`src/rtl/vendo_coin_cond_pkg.sv`:
```
// Shared channel-state encoding and default timing parameters for the vendo_2p coin conditioner.
package vendo_coin_cond_pkg;

   typedef enum logic [2:0] {
      IDLE      = 3'd0,
      DEB_PRESS = 3'd1,
      PRESSED   = 3'd2,
      DEB_REL   = 3'd3,
      JAM       = 3'd4
   } ch_state_t;

   localparam int DEF_DEBOUNCE_CYCLES = 4;
   localparam int DEF_JAM_CYCLES      = 64;
   localparam int DEF_CNT_W           = 8;

endpackage

```
`src/rtl/vendo_coin_debounce.sv`:
```
// One coin channel: 2-flop synchroniser, press/release debounce FSM and jam timer.
// qualify is a one-cycle strobe on the edge the press qualifies (DEBOUNCE_CYCLES+2 after first low sample); no backpressure.
module vendo_coin_debounce
   import vendo_coin_cond_pkg::*;
#(
   parameter int DEBOUNCE_CYCLES = DEF_DEBOUNCE_CYCLES,
   parameter int JAM_CYCLES      = DEF_JAM_CYCLES,
   parameter int CNT_W           = DEF_CNT_W
) (
   input  logic clk,
   input  logic reset,
   input  logic raw,
   output logic qualify,
   output logic in_jam
);

   localparam logic [CNT_W-1:0] DEB_LAST = CNT_W'(DEBOUNCE_CYCLES - 1);
   localparam logic [CNT_W-1:0] JAM_LAST = CNT_W'(JAM_CYCLES - 1);

   logic             sync1;
   logic             sync2;
   ch_state_t        state;
   logic [CNT_W-1:0] cnt;

   always_ff @(posedge clk or posedge reset) begin
      if (reset) begin
         sync1 <= 1'b1;
         sync2 <= 1'b1;
         state <= IDLE;
         cnt   <= '0;
      end else begin
         sync1 <= raw;
         sync2 <= sync1;
         case (state)
            IDLE: begin
               if (!sync2) begin
                  state <= DEB_PRESS;
                  cnt   <= '0;
               end
            end
            DEB_PRESS: begin
               if (sync2) begin
                  state <= IDLE;
               end else if (cnt == DEB_LAST) begin
                  state <= PRESSED;
                  cnt   <= '0;
               end else begin
                  cnt <= cnt + 1'b1;
               end
            end
            PRESSED: begin
               if (sync2) begin
                  state <= DEB_REL;
                  cnt   <= '0;
               end else if (cnt == JAM_LAST) begin
                  state <= JAM;
                  cnt   <= '0;
               end else begin
                  cnt <= cnt + 1'b1;
               end
            end
            DEB_REL: begin
               // A release bounce restarts the jam timer but never re-credits.
               if (!sync2) begin
                  state <= PRESSED;
                  cnt   <= '0;
               end else if (cnt == DEB_LAST) begin
                  state <= IDLE;
               end else begin
                  cnt <= cnt + 1'b1;
               end
            end
            JAM: begin
               if (!sync2) begin
                  cnt <= '0;
               end else if (cnt == DEB_LAST) begin
                  state <= IDLE;
               end else begin
                  cnt <= cnt + 1'b1;
               end
            end
            default: begin
               state <= IDLE;
               cnt   <= '0;
            end
         endcase
      end
   end

   assign qualify = (state == DEB_PRESS) && !sync2 && (cnt == DEB_LAST);
   assign in_jam  = (state == JAM);

endmodule

```
`src/rtl/vendo_coin_cond.sv`:
```
// Conditions raw 1P/5P sensors into one-cycle active-low credit pulses (DEBOUNCE_CYCLES+3 clocks latency).
// Simultaneous credits are serialised 1P first through depth-1 pending flags; p1/p5 never low together.
module vendo_coin_cond
   import vendo_coin_cond_pkg::*;
#(
   parameter int DEBOUNCE_CYCLES = DEF_DEBOUNCE_CYCLES,
   parameter int JAM_CYCLES      = DEF_JAM_CYCLES,
   parameter int CNT_W           = DEF_CNT_W
) (
   input  logic clk,
   input  logic reset,
   input  logic coin1_raw,
   input  logic coin5_raw,
   output logic p1,
   output logic p5,
   output logic jam
);

   logic qual1, qual5;
   logic jam1, jam5;
   logic pend1, pend5;

   vendo_coin_debounce #(
      .DEBOUNCE_CYCLES (DEBOUNCE_CYCLES),
      .JAM_CYCLES      (JAM_CYCLES),
      .CNT_W           (CNT_W)
   ) u_ch1 (
      .clk     (clk),
      .reset   (reset),
      .raw     (coin1_raw),
      .qualify (qual1),
      .in_jam  (jam1)
   );

   vendo_coin_debounce #(
      .DEBOUNCE_CYCLES (DEBOUNCE_CYCLES),
      .JAM_CYCLES      (JAM_CYCLES),
      .CNT_W           (CNT_W)
   ) u_ch5 (
      .clk     (clk),
      .reset   (reset),
      .raw     (coin5_raw),
      .qualify (qual5),
      .in_jam  (jam5)
   );

   // pend1 is always serviced the edge after it is set; pend5 waits while pend1 owns the output.
   always_ff @(posedge clk or posedge reset) begin
      if (reset) begin
         pend1 <= 1'b0;
         pend5 <= 1'b0;
         p1    <= 1'b1;
         p5    <= 1'b1;
         jam   <= 1'b0;
      end else begin
         p1    <= !pend1;
         p5    <= !(pend5 && !pend1);
         pend1 <= qual1;
         pend5 <= qual5 || (pend5 && pend1);
         jam   <= jam1 || jam5;
      end
   end

endmodule

```
`config.mk`:
```
export PLATFORM = sky130hd
export DESIGN_NAME = vendo_coin_cond
export DESIGN_NICKNAME = d
export VERILOG_FILES = /design/src/rtl/vendo_coin_cond_pkg.sv /design/src/rtl/vendo_coin_debounce.sv /design/src/rtl/vendo_coin_cond.sv
export SDC_FILE = /design/constraint.sdc
export NUM_CORES = 1
export LEC_CHECK = 0
export ABC_AREA = 0
export BUFFER_PORTS_ARGS = -buffer_cell sky130_fd_sc_hd__buf_4
export CORE_MARGIN = 5
export CORE_UTILIZATION = 41
export DETAILED_ROUTE_END_ITERATION = 12
export PLACE_DENSITY = 0.62
export SYNTH_ARGS = -nofsm -noshare
export SYNTH_HDL_FRONTEND = slang
export SYNTH_SLANG_ARGS = --single-unit
export TNS_END_PERCENT = 20
```
`constraint.sdc`:
```
create_clock -name clk -period 2 [get_ports clk]
set_input_delay 0.1 -clock clk [delete_from_list [all_inputs] [get_ports clk]]
set_output_delay 0.1 -clock clk [all_outputs]
set_load 0.05 [all_outputs]
```
== Word level (Yosys, flattened, before mapping) ==
Cells that the tools add are included.

* Memories: 0
* Latch bits: 0
* ROM bits: 0
* Output and inout bits: 3
* Flip-flop bits (word level): 31
* Bits in writable memories: 0
* Logic and storage cells: 93
* Input port bits: 4

* Reduce and logical (&&, ||, !) cells: 20
* Add/sub/neg operators: 2
* Bitwise logic cells: 0
* Eq/ne operators: 24
* $mul: 0
* Multiplexer cells: 34
* Div/mod/pow operators: 0
* Shift-type cells: 0
* Order comparisons: 0

{| class="wikitable"
|+ Operators with widths
! operator !! count
|-
| two-way mux 8 bit || 14
|-
| case mux 8 bit (4 select lines) || 2
|-
| two-way mux 3 bit || 16
|-
| case mux 3 bit (5 select lines) || 2
|-
| adder 8 x 1 -> 8 bit, second input constant || 2
|-
| equality test 8 x 2 -> 1 bit, second input constant || 2
|-
| equality test 8 x 6 -> 1 bit, second input constant || 2
|-
| equality test 3 x 2 -> 1 bit, second input constant || 4
|-
| != test 3 x 1 -> 1 bit, second input constant || 4
|-
| != test 2 bit, second input constant || 4
|-
| AND reduction 4 bit || 2
|-
| equality test 3 x 1 -> 1 bit, second input constant || 2
|-
| equality test 3 bit, second input constant || 2
|-
| logical AND 1 bit || 6
|-
| logical NOT 3 bit || 2
|-
| != test 3 bit, second input constant || 2
|-
| AND reduction 3 bit || 2
|-
| logical NOT 1 bit || 4
|-
| != test 2 x 1 -> 1 bit, second input constant || 2
|-
| OR reduction 2 bit || 2
|-
| logical OR 1 bit || 2
|}

== Depth between registers and ports, before layout ==
* Word-level depth: 4
* Gate-level depth with buffers: 6
* Gate-level depth less buffers: 6

== By module ==
A second synthesis with hierarchy kept.

* Cells, all modules: 169
* Area total of the unflattened synthesis: 1730.4 sq um

{| class="wikitable"
|+ By module, submodules not included
! module !! cells each !! seq. area each (sq um) !! area each (sq um) !! times used
|-
| vendo_coin_debounce at u_ch1 || 81 || 327.8 || 810.8 || 1
|-
| vendo_coin_debounce at u_ch5 || 78 || 327.8 || 764.5 || 1
|-
| vendo_coin_cond || 10 || 127.6 || 155.1 || 1
|}

== Least setup slack after synthesis ==
OpenSTA, ideal clock, no wires.

* Path type: flip-flop to flip-flop
* Start: reg u_ch1.cnt[0]
* End: reg u_ch1.cnt[0]
* Setup slack: 0.079 ns
* Cell stages (with the launch flop): 7
* Data required time: 1.875 ns
* Period minus slack after synthesis: 1.921 ns
* Path buffers: 0
* Arrival: 1.796 ns
* Library setup time: 0.125 ns
* Cells stage by stage: dfrtp_1 ha_1 or4b_4 nor4_4 o311a_4 nor2_4 mux2_2

* Longest elaborated chain between the ends: 4
* Elaborated cells between the ends (all ways): 12
* Classes of those cells: 1 x add/sub; 3 x eq/ne; 7 x mux; 1 x reduce/logical

{| class="wikitable"
|+ RTL lines
! item !! line !! source
|-
| start, declared || vendo_coin_debounce.sv:23 || <nowiki>logic [CNT_W-1:0] cnt;</nowiki>
|-
| start signal, assigned || vendo_coin_debounce.sv:48 || <nowiki>cnt <= cnt + 1'b1;</nowiki>
|-
| start signal, assigned || vendo_coin_debounce.sv:59 || <nowiki>cnt <= cnt + 1'b1;</nowiki>
|-
| start signal, assigned || vendo_coin_debounce.sv:70 || <nowiki>cnt <= cnt + 1'b1;</nowiki>
|-
| adder 8 x 1 -> 8 bit, or another cell as far along || n/a ||
|-
| two-way mux 8 bit (on tied branches) || n/a ||
|-
| two-way mux 8 bit (on tied branches) || vendo_coin_debounce.sv:64, vendo_coin_debounce.sv:42, vendo_coin_debounce.sv:52 ||
|-
| case mux 8 bit (4 select lines) || vendo_coin_debounce.sv:34 || <nowiki>case (state)</nowiki>
|}

Parallel ways exist; a longest one is shown, timed or not. The select of a mux whose other input is x is not followed.
A chain may end at the register's enable or synchronous reset.

== Worst setup path after layout ==
* Start: reg u_ch1.cnt[1]
* End: reg u_ch1.cnt[7]

The elaborated chain is that of the path after synthesis.

==> results.py <==
metrics = {
    "pwr": {
        "p_seq_frac": 0.365,
        "switching_power_uw": 862,
        "fin_total_pwr_mw": 2.42,
        "power.density_nw_per_um2": 1200,
        "p_int_mw": 1.56,
        "irDropWorstVdd_mv": 0.500,
        "sw_frac_of_total": 0.356,
        "leakage_nw": 0.904,
        "p_clk_frac": 0.265,
        "comb_power_share": 0.370,
    },
    "timing": {
        "relSlewSlack": 0.645,
        "finalSetupViolations": 3,
        "tightest_slew_ns": 0.532,
        "hold_viol_final": 0,
        "slew_violations": 0,
        "setup-tns-final_ns": -0.0164,
        "setup_ws_ns": -0.00743,
        "fin_skew_ns": 0.00506,
        "rsz0062_at_grt": "true",
        "max_freq_mhz": 498,
        "holdWs_ns": 0.329,
        "post-route-period-util": 1.00,
        "min_period_ns": 2.01,
    },
    "global_route": {
        "grt_pass1_wl_microns": 5950,
        "grt_usage": 0.141,
        "grt_pass1_vias": 1280,
        "antenna_found_initial": 0,
        "overflow": 0,
        "grt_start_max_net_pins": 25,
    },
    "synth": {
        "synth_ff_type": "dfrtp_1",
        "synth_top_family_by_area": "simple AND/OR/NAND/NOR gates",
        "synth_fa_ha_area_frac": 0.0146,
        "syn_inst": 172,
        "synth-compound-area-share": 0.191,
        "seq_area_frac_synth": 0.456,
        "yosysUniqueCellTypes": 49,
        "async_flop_share": 1.00,
        "syn-mean-instance-area_sq_um": 9.99,
        "synthSimpleGateAreaFrac": 0.259,
        "synth-edff-count": 0,
        "synth_xor_xnor_area_share": 0.0102,
        "synth_seq_cells": 31,
        "yosys_warnings": 0,
        "synth_area_sq_um": 1720,
        "muxShareOfSynthArea": 0.0320,
        "syn_nets": 178,
    },
    "placed_design": {
        "pre_cts_ws_ns": -0.0103,
        "gp_congestion": 0.808,
        "port_buffers": 6,
        "dp.cells": 230,
        "dpl_cell_area_sq_um": 1850,
        "place_hpwl_microns": 2460,
    },
    "route": {
        "vias": 1319,
        "drt_iter0_markers": 58,
        "wirelength_microns": 3480,
        "via_per_inst": 5.45,
        "ant_nets": 0,
        "drc": 0,
        "firstDrtPassIters": 4,
        "wire_per_inst_microns": 14.4,
    },
    "clock_network": {
        "cts_tree": "built",
        "cts_max_level": 2,
        "cts.path.max_buffers": 2,
        "cts_made_buffers": 5,
        "clk_latency_ns": 0.28,
        "clk_pin_slew_worst_paths_ns": 0.07,
        "clkSinkCount": 31,
        "clockRootBuffer": "clkbuf_8",
    },
    "die": {
        "die_w_microns": 74.7,
        "rows": 23,
        "ios": 7,
        "start_util": 0.426,
        "dieArea_sq_um": 5580,
        "core-area_sq_um": 4030,
        "fp.dieH_microns": 74.7,
    },
    "status": {
        "status": "finished with violations",
        "violations": "negative setup slack",
    },
    "worst_setup_path": {
        "crit_path_end_kind": "register",
        "criticalPathCategory": "reg -> reg",
        "crit_fanout": 8,
        "worst_setup_path_start_kind": "register",
        "required_ns": 2.17,
        "crit_arrival_ns": 2.18,
    },
    "finish": {
        "drive_above_1_share": 0.250,
        "fin_nets": 197,
        "final_util": 0.500,
        "antenna_cells": 0,
        "finalInstanceArea_sq_um": 2010,
        "final_cell_count_no_fill": 242,
        "syn_to_final_growth_pct": 17.2,
    },
    "hold_path": {
        "worstHoldPathType": "in -> async",
    },
    "job": {
        "drv_cap": 0,
    },
}
[Yosys cell counts, types with 2 or more instances]
cell type	instances	area [sq um]
o21ai_1	6	30.0
a21o_1	2	15.0
nand3_1	5	25.0
ha_1	2	25.0
and3b_1	2	17.5
nor3_1	8	40.0
dfstp_2	6	158
nor4b_1	3	26.3
mux2_2	3	33.8
nor4_1	3	18.8
xor2_1	2	17.5
clkbuf_1	2	7.51
nand2_1	17	63.8
nand2b_1	2	12.5
a21oi_1	2	10.0
o21ai_0	13	65.1
dfrtp_1	25	626
nor3b_1	2	15.0
a22o_1	12	105
nor2b_1	2	12.5
a31oi_1	2	12.5
nor2_1	14	52.6
inv_1	4	15.0
or2_2	4	25.0
a211oi_1	2	15.0
buf_2	4	20.0
[area by class of cell]
cell class / instances / area [sq um]
Clock buffer: 6 / 82.6
Clock inverter: 2 / 35.0
Fill cell: 397 / 2020
Inverter: 4 / 15.0
Multi-Input combinational cell: 129 / 877
Sequential cell: 31 / 783
Tap cell: 50 / 62.6
Timing Repair Buffer: 20 / 158
[worst paths after layout]
kind	start	cells past startpoint	slack, ns	to
worst min register to register	u_ch5.sync1	0	0.36	u_ch5.sync2
min in group clk	u_ch5.sync1	0	0.36	u_ch5.sync2
worst max register to register	u_ch1.cnt[1]	6	-0.007	u_ch1.cnt[7]
worst max-delay path	u_ch1.cnt[1]	6	-0.007	u_ch1.cnt[7]
worst min-delay path	reset	3	0.33	u_ch5.cnt[5]
max in group asynchronous	reset	4	1.01	u_ch1.sync2
[state kept, by name, indices dropped and copies added (netlist names), 3 cells and up]
name / cells
u_ch5.cnt: 8
u_ch1.cnt: 8
u_ch5.state: 3
u_ch1.state: 3
[cells in the final DEF, fill, tap and decap left out, drive strengths merged, types with 2 or more instances in the layout]
cell	netlist	final
a211oi	2	2
a21o	2	2
a21oi	2	2
a22o	12	12
a31oi	2	2
and2	2	2
and3	2	2
and3b	2	2
buf	5	17
clkbuf	3	6
dfrtp	25	25
dfstp	6	6
dlygate4sd3	0	3
ha	2	2
inv	4	4
mux2	4	4
nand2	17	17
nand2b	2	2
nand3	5	5
nor2	15	15
nor2b	2	2
nor3	8	8
nor3b	2	2
nor4	5	5
nor4b	3	3
o21ai	19	19
o31ai	2	2
or2	4	4
xor2	2	2
[worst max-delay path: stages, from the launching register on]
cell and delay, ns:
dfrtp_1 0.38, ha_1 0.17, or4b_4 0.48, nor4_4 0.25, o311a_4 0.29, o21ai_1 0.08
a22o_1 0.24
[kinds of logic after synthesis]
kind of cell	Yosys count
AND/OR/NAND/NOR	76
adder cells (fa/ha/maj)	2
buffers and inverters	12
multiplexers	5
XOR/XNOR	2
AO/OA/AOI/OAI	44
flip-flops	31
[power groups by stage]
stage / registers [mW] / clock network (mW) / logic, mW
after CTS: 0.881 / 0.662 / 0.878
after detailed placement: 0.893 / 0 / 0.867
after global placement: 0.884 / 0 / 0.836
after global routing: 0.907 / 0.688 / 0.986
after floorplan: 0.834 / 0 / 0.729
final: 0.884 / 0.641 / 0.896
[per-layer routing]
metal	track usage	up-vias	wire length [microns]
met5	0	-	0
met4	0.0534	0	34
met3	0.0454	4	139
met2	0.224	19	1700
met1	0.178	634	1610
li1	-	662	-
[timing repair]
action	4_1_cts	5_1_grt
buffers inserted	0	1
resized for setup	0	1
endpoints found under the hold margin	9	0
hold buffers	3	0
cloned	0	0
setup endpoints to repair	3	14
Note: power is estimated with default switching activity, not from simulation.
